--- config.mk ---
export PLATFORM = sky130hd
export DESIGN_NAME = mem_stage
export DESIGN_NICKNAME = d
export VERILOG_FILES = /design/src/rtl/mem_stage_pkg.sv /design/src/rtl/mem_load_align.sv /design/src/rtl/mem_stage.sv
export SDC_FILE = /design/constraint.sdc
export NUM_CORES = 1
export LEC_CHECK = 0
export ABC_CLOCK_PERIOD_IN_PS = 1900
export BUFFER_PORTS_ARGS = -buffer_cell sky130_fd_sc_hd__buf_2
export CAP_MARGIN = 25
export CORE_ASPECT_RATIO = 2
export CORE_MARGIN = 2
export CORE_UTILIZATION = 51
export DETAILED_ROUTE_END_ITERATION = 12
export HOLD_SLACK_MARGIN = 0.03
export MAX_ROUTING_LAYER = met4
export PLACE_DENSITY = 0.89
export SETUP_SLACK_MARGIN = 0.2
export SLEW_MARGIN = 10
export SYNTH_ARGS = -nofsm -noshare
export SYNTH_HDL_FRONTEND = slang
export SYNTH_SLANG_ARGS = --single-unit
--- constraint.sdc ---
create_clock -name clk -period 1.9 [get_ports clk]
set_clock_uncertainty 0.05 [all_clocks]
set_input_delay 0.19 -clock clk [delete_from_list [all_inputs] [get_ports clk]]
set_output_delay 0.19 -clock clk [all_outputs]
set_load 0.03 [all_outputs]
--- src/rtl/mem_stage_pkg.sv ---
// mem_stage_pkg: bus widths and load-type encodings shared by the MEM stage.
// Optional feature macro: MEM_FWD_EN (adds the ms_fwd_zip forwarding port).
package mem_stage_pkg;
    localparam int ES2MS_BUS_W = 74;
    localparam int MS2WS_BUS_W = 70;
    localparam logic [2:0] LD_W  = 3'd0;
    localparam logic [2:0] LD_B  = 3'd1;
    localparam logic [2:0] LD_H  = 3'd2;
    localparam logic [2:0] LD_BU = 3'd3;
    localparam logic [2:0] LD_HU = 3'd4;
endpackage

--- src/rtl/mem_load_align.sv ---
// mem_load_align: selects and extends the byte/halfword addressed by a load.
module mem_load_align
    import mem_stage_pkg::*;
(
    input  logic [2:0]  ld_type,
    input  logic [1:0]  addr,
    input  logic [31:0] word,
    output logic [31:0] result
);
    logic [7:0]  w_byte;
    logic [15:0] w_half;
    assign w_byte = addr == 2'd0 ? word[7:0]   :
                    addr == 2'd1 ? word[15:8]  :
                    addr == 2'd2 ? word[23:16] : word[31:24];
    assign w_half = addr[1] ? word[31:16] : word[15:0];
    // Unknown ld_type codes fall through to a whole-word load.
    assign result = ld_type == LD_B  ? {{24{w_byte[7]}}, w_byte}  :
                    ld_type == LD_BU ? {24'd0, w_byte}            :
                    ld_type == LD_H  ? {{16{w_half[15]}}, w_half} :
                    ld_type == LD_HU ? {16'd0, w_half}            : word;
endmodule

--- src/rtl/mem_stage.sv ---
// mem_stage: MEM pipeline stage; holds the EX bundle, keeps the SRAM word across WB stalls,
// aligns load data and drives the WB bundle. Define MEM_FWD_EN to add the ms_fwd_zip port.
module mem_stage
    import mem_stage_pkg::*;
(
    input  logic                   clk,
    input  logic                   reset,
    input  logic                   es2ms_valid,
    output logic                   ms_allowin,
    input  logic [ES2MS_BUS_W-1:0] es2ms_bus,
    input  logic [31:0]            data_sram_rdata,
    input  logic                   ws_allowin,
    output logic                   ms2ws_valid,
    output logic [MS2WS_BUS_W-1:0] ms2ws_bus,
    output logic                   ms_valid,
    output logic                   gr_we_reg,
    output logic [4:0]             dest_reg,
    output logic                   ms_res_from_mem
`ifdef MEM_FWD_EN
    ,output logic [37:0]           ms_fwd_zip
`endif
);
    logic                   r_ms_valid;
    logic                   r_first;
    logic [31:0]            r_rbuf;
    logic [ES2MS_BUS_W-1:0] r_bus;
    logic [31:0]            w_pc;
    logic [2:0]             w_ld_type;
    logic [31:0]            w_alu_result;
    logic [31:0]            w_word;
    logic [31:0]            w_aligned;
    logic [31:0]            w_final;

    assign w_pc            = r_bus[73:42];
    assign gr_we_reg       = r_bus[41];
    assign dest_reg        = r_bus[40:36];
    assign ms_res_from_mem = r_bus[35];
    assign w_ld_type       = r_bus[34:32];
    assign w_alu_result    = r_bus[31:0];

    assign ms_valid    = r_ms_valid;
    assign ms_allowin  = ~r_ms_valid | ws_allowin;
    assign ms2ws_valid = r_ms_valid;

    // The SRAM word is only valid in the first cycle; afterwards use the captured copy.
    assign w_word = r_first ? data_sram_rdata : r_rbuf;

    mem_load_align u_align (
        .ld_type (w_ld_type),
        .addr    (w_alu_result[1:0]),
        .word    (w_word),
        .result  (w_aligned)
    );

    assign w_final   = ms_res_from_mem ? w_aligned : w_alu_result;
    assign ms2ws_bus = {w_pc, gr_we_reg, dest_reg, w_final};
`ifdef MEM_FWD_EN
    assign ms_fwd_zip = {r_ms_valid & gr_we_reg, dest_reg, w_final};
`endif

    always_ff @(posedge clk) begin
        if (reset) begin
            r_ms_valid <= 1'b0;
            r_first    <= 1'b0;
            r_rbuf     <= '0;
            r_bus      <= '0;
        end else begin
            if (ms_allowin)
                r_ms_valid <= es2ms_valid;
            if (es2ms_valid && ms_allowin) begin
                r_bus   <= es2ms_bus;
                r_first <= 1'b1;
            end else begin
                r_first <= 1'b0;
            end
            if (r_first && r_ms_valid && !ws_allowin)
                r_rbuf <= data_sram_rdata;
        end
    end
endmodule

==> results.md, run 1 <==
* Status: finished, violations left
* Failing checks: setup timing
* Worst Hold Path Cells at 3
* Min Tclk post-route at 2.69 ns
* Worst Path Required at 1.66 ns
* Final Setup Violations at 32
* Final WL at 24400 um
* Setup slack after layout at -0.790 ns
* Max_slew headroom at 61.8%
* Main combinational cell family by area after synthesis: simple AND/OR/NAND/NOR gates
* Critical path origin: r_bus[1]$_SDFFE_PP0P_
* Comb pwr share at 26.8%
* Largest net degree at the start of global routing at 76
* Area contributors post-synth: dfxtp_1, nand2_1, a21oi_1, buf_4, mux4_2
* MaxCap Viol Count at 0
* Buffers on Ports at 189
* CP max FO at 9
* Sw Pwr at 1.93 mW
* Gpl congestion at 1.02
* Synth Area in Adders at 0%
* Initial core utilization at 51.7%
* # clock sinks at 108
* Number of synthesized register bits at 108
* Type of the worst setup path: reg -> out
* Sequential share of power at 40.4%
* RSZ-0062 raised after global routing: yes
* Max Clock Freq at 372 MHz
* Cell Pwr Density at 724 nW/um^2
* Mapped Area at 5590 um^2
* Die X at 78.1 um
* Clk pwr share at 32.9%
* Compound-Gate Fraction of Synth Area at 18.8%
* Max incr delay on CP at 0.50 ns
* Leakage at 3.65 nW
* Area of the core at 10800 um^2
* Yosys cell types at 43
* CP cell instances: or2_1 -> buf_4 -> a211oi_1 -> nor3_2 -> a221o_2 -> buf_6
* Worst skew pair latency at 0.35 ns
* Final Instance Area at 8360 um^2
* Async SR Flop Fraction at 0%
* Area leader, netlist: dfxtp_1
* Proportion of layout cells with a drive suffix above 1 at 42.3%
* Tot GR Track Use at 38.1%
* Placed instance area at 6840 um^2
* Flop-to-flop setup slack at 0.26 ns
* CTS Buf Count at 9
* Die Y at 152 um
* Critical R2R Launch: ms2ws_valid$_SDFFE_PP0N_
* Post-route ant nets at 0
* Mean routed wirelength per cell at 22.5 um
* Root buffer cell: clkbuf_16
* Worst setup EP type: output pin
* DP HPWL at 13000 um
* Pint at 4.12 mW
* Core Util, Final at 77.3%
* Post-route total power at 6.05 mW
* Multi-input logic area at 3210 um^2
* Max clock buf depth at 2
* Synth-to-Final Area Change at 49.4%
* Worst R2R Path Depth at 6
* Die Area at 11900 um^2
* Post-place setup slack at -0.193 ns
* Reg-to-Reg End: r_bus[50]$_SDFFE_PP0P_
* Pins Over Slew Limit at 0
* Final period util at 142%
* XOR/XNOR Fraction of Synth Area at 0.492%
* Std cell rows at 54
* Slowest CP cell: a211oi_1
* Worst EP arrival at 2.45 ns
* Global-route wire length before repair at 33900 um
* Switching Fraction at 31.9%
* # fillers at 664
* Ys flop type: dfxtp_1
* CTS tree: yes
* Most frequent cell after synthesis: nand2_1
* Gate Count Post-Synth at 708
* Peak supply drop at 0.581 mV
* Mean area per synthesized cell at 7.90 um^2
* CP startpoint kind: flip-flop
* Worst-path clk slew at 0.09 ns
* Initial antenna violation count at 3
* # DRC at 0
* Via-per-instance ratio at 6.08
* Post-synthesis simple-gate area fraction at 19.7%
* Syn. warnings at 0
* Number of synthesized flops with an enable pin at 0
* Mux cell area share after synthesis at 11.2%
* Grt total ovfl at 0
* Top-area cell type share of the netlist area at 38.6%
* Dominant delay contributor by cell family on the critical path: compound AO/OA/AOI/OAI gates
* Hold EP: r_rbuf[26]$_SDFFE_PP0P_
* DRT Pass-1 Iters at 6
* Sequential area share after synthesis at 38.6%
* HP Class: in -> reg
* Top cells by count, synth: nand2_1, a21oi_1, dfxtp_1, buf_4, clkbuf_1
* Iter 0 DRT Violations at 819
* Via count at 6576
* Num ports at 190
* Nets at 1044
* Register Area at 2180 um^2
* CTS H-Tree Depth at 3
* Vias in the first global route at 6412
* Slew @ Worst Pin at 0.569 ns
* Worst Path Buf+Inv at 2
* Final hold viol count at 0
* Min-delay src: data_sram_rdata[26]
* Post-Syn Nets at 818
-- power by group through the flow --
stage	clock network [mW]	logic, mW	registers, mW
floorplan	0	0.870	2.47
global placement	0	1.21	2.48
detailed placement	0	1.23	2.48
CTS	1.99	1.45	2.43
global route	2.09	1.68	2.45
finish	1.99	1.62	2.44
-- cell families after synthesis --
family                    Yosys count
xor gates and xnor gates            1
DFF                               108
and+or+nand+nor                   269
AOI/OAI and AO/OA                 184
buffers and inverters             104
muxes                              42
-- placed cells by master, fill, tap and decap left out, types with 4 or more instances in the layout --
master,n
a211oi_1,4
a21oi_1,106
a21oi_2,12
a21oi_4,4
a221o_2,13
buf_12,8
buf_2,156
buf_4,54
buf_6,37
clkbuf_16,11
dfxtp_1,102
dlygate4sd3_1,53
mux2_2,4
mux2_4,25
mux4_2,11
nand2_1,216
nand2b_1,4
nor2_1,21
nor2b_1,8
o21ai_1,6
o21ai_2,11
o21ai_4,7
o22ai_2,5
-- metrics by stage --
stage / hold WS (ns) / instances / TNS, ns
5_1_grt: 0.0335 / 1082 / -17.41
2_1_floorplan: 0.261 / 708 / -0.00674
6_report: 0.0259 / 1082 / -16.49
3_3_place_gp: 0.374 / 997 / -2.08
4_1_cts: 0.0305 / 1074 / -13.66
3_5_place_dp: 0.379 / 997 / -3.35
-- repair_timing --
| action | 4_1_cts | 5_1_grt |
|---|---|---|
| pin swaps | 4 | 6 |
| resized for setup | 94 | 44 |
| hold buffers | 53 | 0 |
| buffers inserted | 6 | 3 |
| setup endpoints to repair | 52 | 36 |
| endpoints found under the hold margin | 53 | 0 |
| cloned | 2 | 2 |
-- metal layers --
metal  routed length (um)  GRT usage [%]  vias up
met5                    0              -        -
met4                 2510           25.6        0
met3                 2400           7.96      220
met2                12000           65.2      515
met1                 7490           38.1     3038
li1                     -              -     2803
-- worst reg2reg max path: stages, from the launching register on --
cell     delay, ns
dfxtp_2       0.34
nor2b_2       0.29
inv_2         0.09
and2_2        0.21
buf_4         0.27
nand2_1       0.16
a21oi_1       0.08
-- worst max path at each step --
| stage | to | depth (start not counted) |
|---|---|---|
| floorplan | ms2ws_bus[13] | 6 |
| global placement | ms2ws_bus[5] | 7 |
| detailed placement | ms2ws_bus[6] | 7 |
| CTS | ms2ws_bus[5] | 6 |
| global route | ms2ws_bus[4] | 6 |
| finish | ms2ws_bus[4] | 6 |
-- state kept, by name, indices dropped and copies added, names as in the netlist --
name	count
r_bus	74
r_first	1
ms2ws_valid	1
r_rbuf	32
-- layout make-up --
cell class | count | share of cell area [%]
diodes | 3 | 0.0898
flip-flops and latches | 108 | 26.1
clock inverters | 7 | 0.973
inverters | 3 | 0.135
well taps | 140 | 2.10
multi-input cells | 496 | 38.4
repair buffers | 316 | 29.6
clock buffers | 9 | 2.70
(Power assumes the default switching activity.)
==> run 2: changes to the inputs <==
--- a/config.mk
+++ b/config.mk
@@ -10,13 +10,14 @@
 export CAP_MARGIN = 25
 export CORE_ASPECT_RATIO = 2
 export CORE_MARGIN = 2
-export CORE_UTILIZATION = 51
+export CORE_UTILIZATION = 53
 export DETAILED_ROUTE_END_ITERATION = 12
 export HOLD_SLACK_MARGIN = 0.03
 export MAX_ROUTING_LAYER = met4
-export PLACE_DENSITY = 0.89
+export PLACE_DENSITY = 0.9
 export SETUP_SLACK_MARGIN = 0.2
 export SLEW_MARGIN = 10
 export SYNTH_ARGS = -nofsm -noshare
 export SYNTH_HDL_FRONTEND = slang
+export SYNTH_HIERARCHICAL = 1
 export SYNTH_SLANG_ARGS = --single-unit
==> run 2 against run 1 <==
Compared with the run above: the run still ends with setup timing left; synthesized cell count is 4.4% higher; worst setup slack worse by 0.20 ns; sequential power hardly changed; clock-buffer cell count is 1 higher; non-clock buffer count is 32 lower; largest cell class unchanged; via count is 4.2% higher; cell count is 1.7% lower; fmax is 7.1% lower.
==> results.md, run 2 <==
* Worst-path clk slew at 0.08 ns
* Via count at 6855
* Global-route wire length before repair at 34500 um
* Grt total ovfl at 0
* CP max FO at 7
* CTS Buf Count at 9
* Yosys cell types at 39
* Synth-to-Final Area Change at 44.3%
* Root buffer cell: clkbuf_16
* Post-place setup slack at -0.461 ns
* Failing checks: setup timing
* Final period util at 152%
* Number of synthesized flops with an enable pin at 0
* Slowest CP cell: mux4_2
* Area of the core at 11800 um^2
* Final WL at 26700 um
* Top cells by count, synth: dfxtp_1, nand3_1, a21oi_1, nand2_1, mux2_2
* Area contributors post-synth: dfxtp_1, mux2_2, a21bo_2, nand3_1, a21oi_1
* CTS tree: yes
* XOR/XNOR Fraction of Synth Area at 0.137%
* Mean routed wirelength per cell at 25.1 um
* Compound-Gate Fraction of Synth Area at 25.7%
* Tot GR Track Use at 35.8%
* Hold slack final at 0.0325 ns
* Largest registers: r_bus x74, r_rbuf x32
* Initial core utilization at 54.4%
* Min Tclk post-route at 2.89 ns
* Worst setup EP type: output pin
* Leakage at 4.13 nW
* Worst Path Required at 1.66 ns
* Antenna fix cells at 0
* Top-area cell type share of the netlist area at 33.8%
* # clock sinks at 108
* Setup slack after layout at -0.994 ns
* Die Y at 159 um
* Max_slew headroom at 40.0%
* Status: finished, violations left
* Mux cell area share after synthesis at 14.4%
* Std cell rows at 56
* Die X at 81.7 um
* Cell Pwr Density at 653 nW/um^2
* Nets at 1024
* Hold_buf cts at 0
* # DRC at 0
* Max reg flops at 74
* Mapped Area at 6400 um^2
* Number of synthesized register bits at 108
* Async SR Flop Fraction at 0%
* Via-per-instance ratio at 6.44
* Post-synthesis simple-gate area fraction at 14.6%
* Final Setup Violations at 32
* Area leader, netlist: dfxtp_1
* Worst EP arrival at 2.65 ns
* Max clock buf depth at 2
* Mean area per synthesized cell at 8.66 um^2
* Sequential area share after synthesis at 33.8%
* Max Clock Freq at 346 MHz
* Post-route total power at 6.03 mW
* CTS H-Tree Depth at 3
* CP startpoint kind: flip-flop
* Die Area at 13000 um^2
* Initial antenna violation count at 0
* Largest net degree at the start of global routing at 73
* Type of the worst setup path: reg -> out
* Commonest cells after routing, fill and taps aside: buf_2, dfxtp_1, nand3_1
* Synth Area in Adders at 0%
* Gate Count Post-Synth at 739
* Most frequent cell after synthesis: dfxtp_1
* Post-route ant nets at 0
* Peak supply drop at 0.596 mV
* Num ports at 190
* Iter 0 DRT Violations at 763
* Worst skew pair latency at 0.36 ns
* HP Class: in -> reg
* Vias in the first global route at 6449
* Post-Syn Nets at 849
* MaxCap Viol Count at 0
* Main combinational cell family by area after synthesis: compound AO/OA/AOI/OAI gates
* Syn. warnings at 6
* Most common cell after layout, fill and taps aside: buf_2
* Buffers on Ports at 189
* Final hold viol count at 0
* RSZ-0062 raised after global routing: yes
* DRT Pass-1 Iters at 7
* DP HPWL at 14000 um
* Slew @ Worst Pin at 0.894 ns
* Ys flop type: dfxtp_1
* Gpl congestion at 1.03
* CP cell instances: buf_6 -> buf_16 -> mux2_4 -> mux4_2 -> nand2_1 -> o211ai_1 -> mux2_4 -> buf_6
* Pins Over Slew Limit at 0
* Proportion of layout cells with a drive suffix above 1 at 60.6%
* Reg with most FFs: r_bus
* Max incr delay on CP at 0.47 ns
## run 2: changes by cell type after synthesis, moves of 15 or more
| cell | delta |
|---|---|
| a21bo_2 | +60 |
| nor2_1 | -19 |
| mux2_2 | +45 |
| buf_2 | +27 |
| o211ai_1 | +15 |
| nand3_1 | +97 |
| a21oi_1 | -26 |
| nand2_1 | -132 |
## run 2: worst paths after layout
path	to	depth (start not counted)	slack, ns	startpoint
max	ms2ws_bus[3]	8	-0.99	r_first$_SDFF_PP0_
min reg2reg	r_rbuf[26]$_SDFFE_PP0P_	2	0.42	r_rbuf[26]$_SDFFE_PP0P_
min	r_rbuf[0]$_SDFFE_PP0P_	3	0.03	data_sram_rdata[0]
max reg2reg	r_rbuf[27]$_SDFFE_PP0P_	8	0.07	r_first$_SDFF_PP0_
## run 2: repair_timing
action                                  4_1_cts  5_1_grt
pin swaps                                    70       33
endpoints found under the setup margin       33       65
hold endpoints to repair                      0        0
setup buffers                                 6       14
gates cloned                                  5        4
gates resized for setup                     172       80
## run 2: cells by family (layout without fill, tap and decap cells)
| family | after synthesis | count (layout) |
|---|---|---|
| XOR/XNOR | 1 | 1 |
| buffers and inverters | 126 | 304 |
| AO/OA/AOI/OAI | 228 | 229 |
| flip-flops | 108 | 108 |
| multiplexers | 74 | 74 |
| AND/OR/NAND/NOR | 202 | 203 |
## run 2: routing by layer
| metal | up-vias | wire (um) | global-route usage (%) |
|---|---|---|---|
| met5 | - | 0 | - |
| met4 | 0 | 2310 | 22.3 |
| met3 | 190 | 2600 | 7.37 |
| met2 | 508 | 13000 | 57.1 |
| met1 | 3215 | 8840 | 39.5 |
| li1 | 2942 | - | - |
## run 2: cell type report
| type | instances | area, um^2 |
|---|---|---|
| timing repair buffer | 284 | 2210 |
| fill | 722 | 2540 |
| clock inverter | 6 | 62.6 |
| tap | 145 | 181 |
| sequential | 108 | 2170 |
| inverter | 4 | 15.0 |
| clock buffer | 10 | 239 |
| multi-input combinational | 507 | 4360 |
## run 2: worst max-delay path, delay by kind of cell (launching register included)
family / cells / cell delay (ns)
DFF: 1 / 0.40
muxes: 3 / 1.12
buffers and inverters: 3 / 0.46
and+or+nand+nor: 1 / 0.09
AOI/OAI and AO/OA: 1 / 0.22
## run 2: stage by stage
stage	cell area [um^2]	utilization, %	setup TNS (ns)	std cells
after CTS	8720	74.1	-23.62	1045
final	9230	78.4	-28.53	1064
after global routing	9230	78.4	-28.59	1064
after global placement	7650	65.0	-12.09	1018
after detailed placement	7650	65.0	-12.57	1018
after floorplan	6610	-	-4.24	739
## run 2: power by group
group          internal [mW]  switching [mW]
Combinational          0.726           0.915
Clock                  0.967           0.983
Sequential              2.37          0.0753
Total                   4.06            1.97
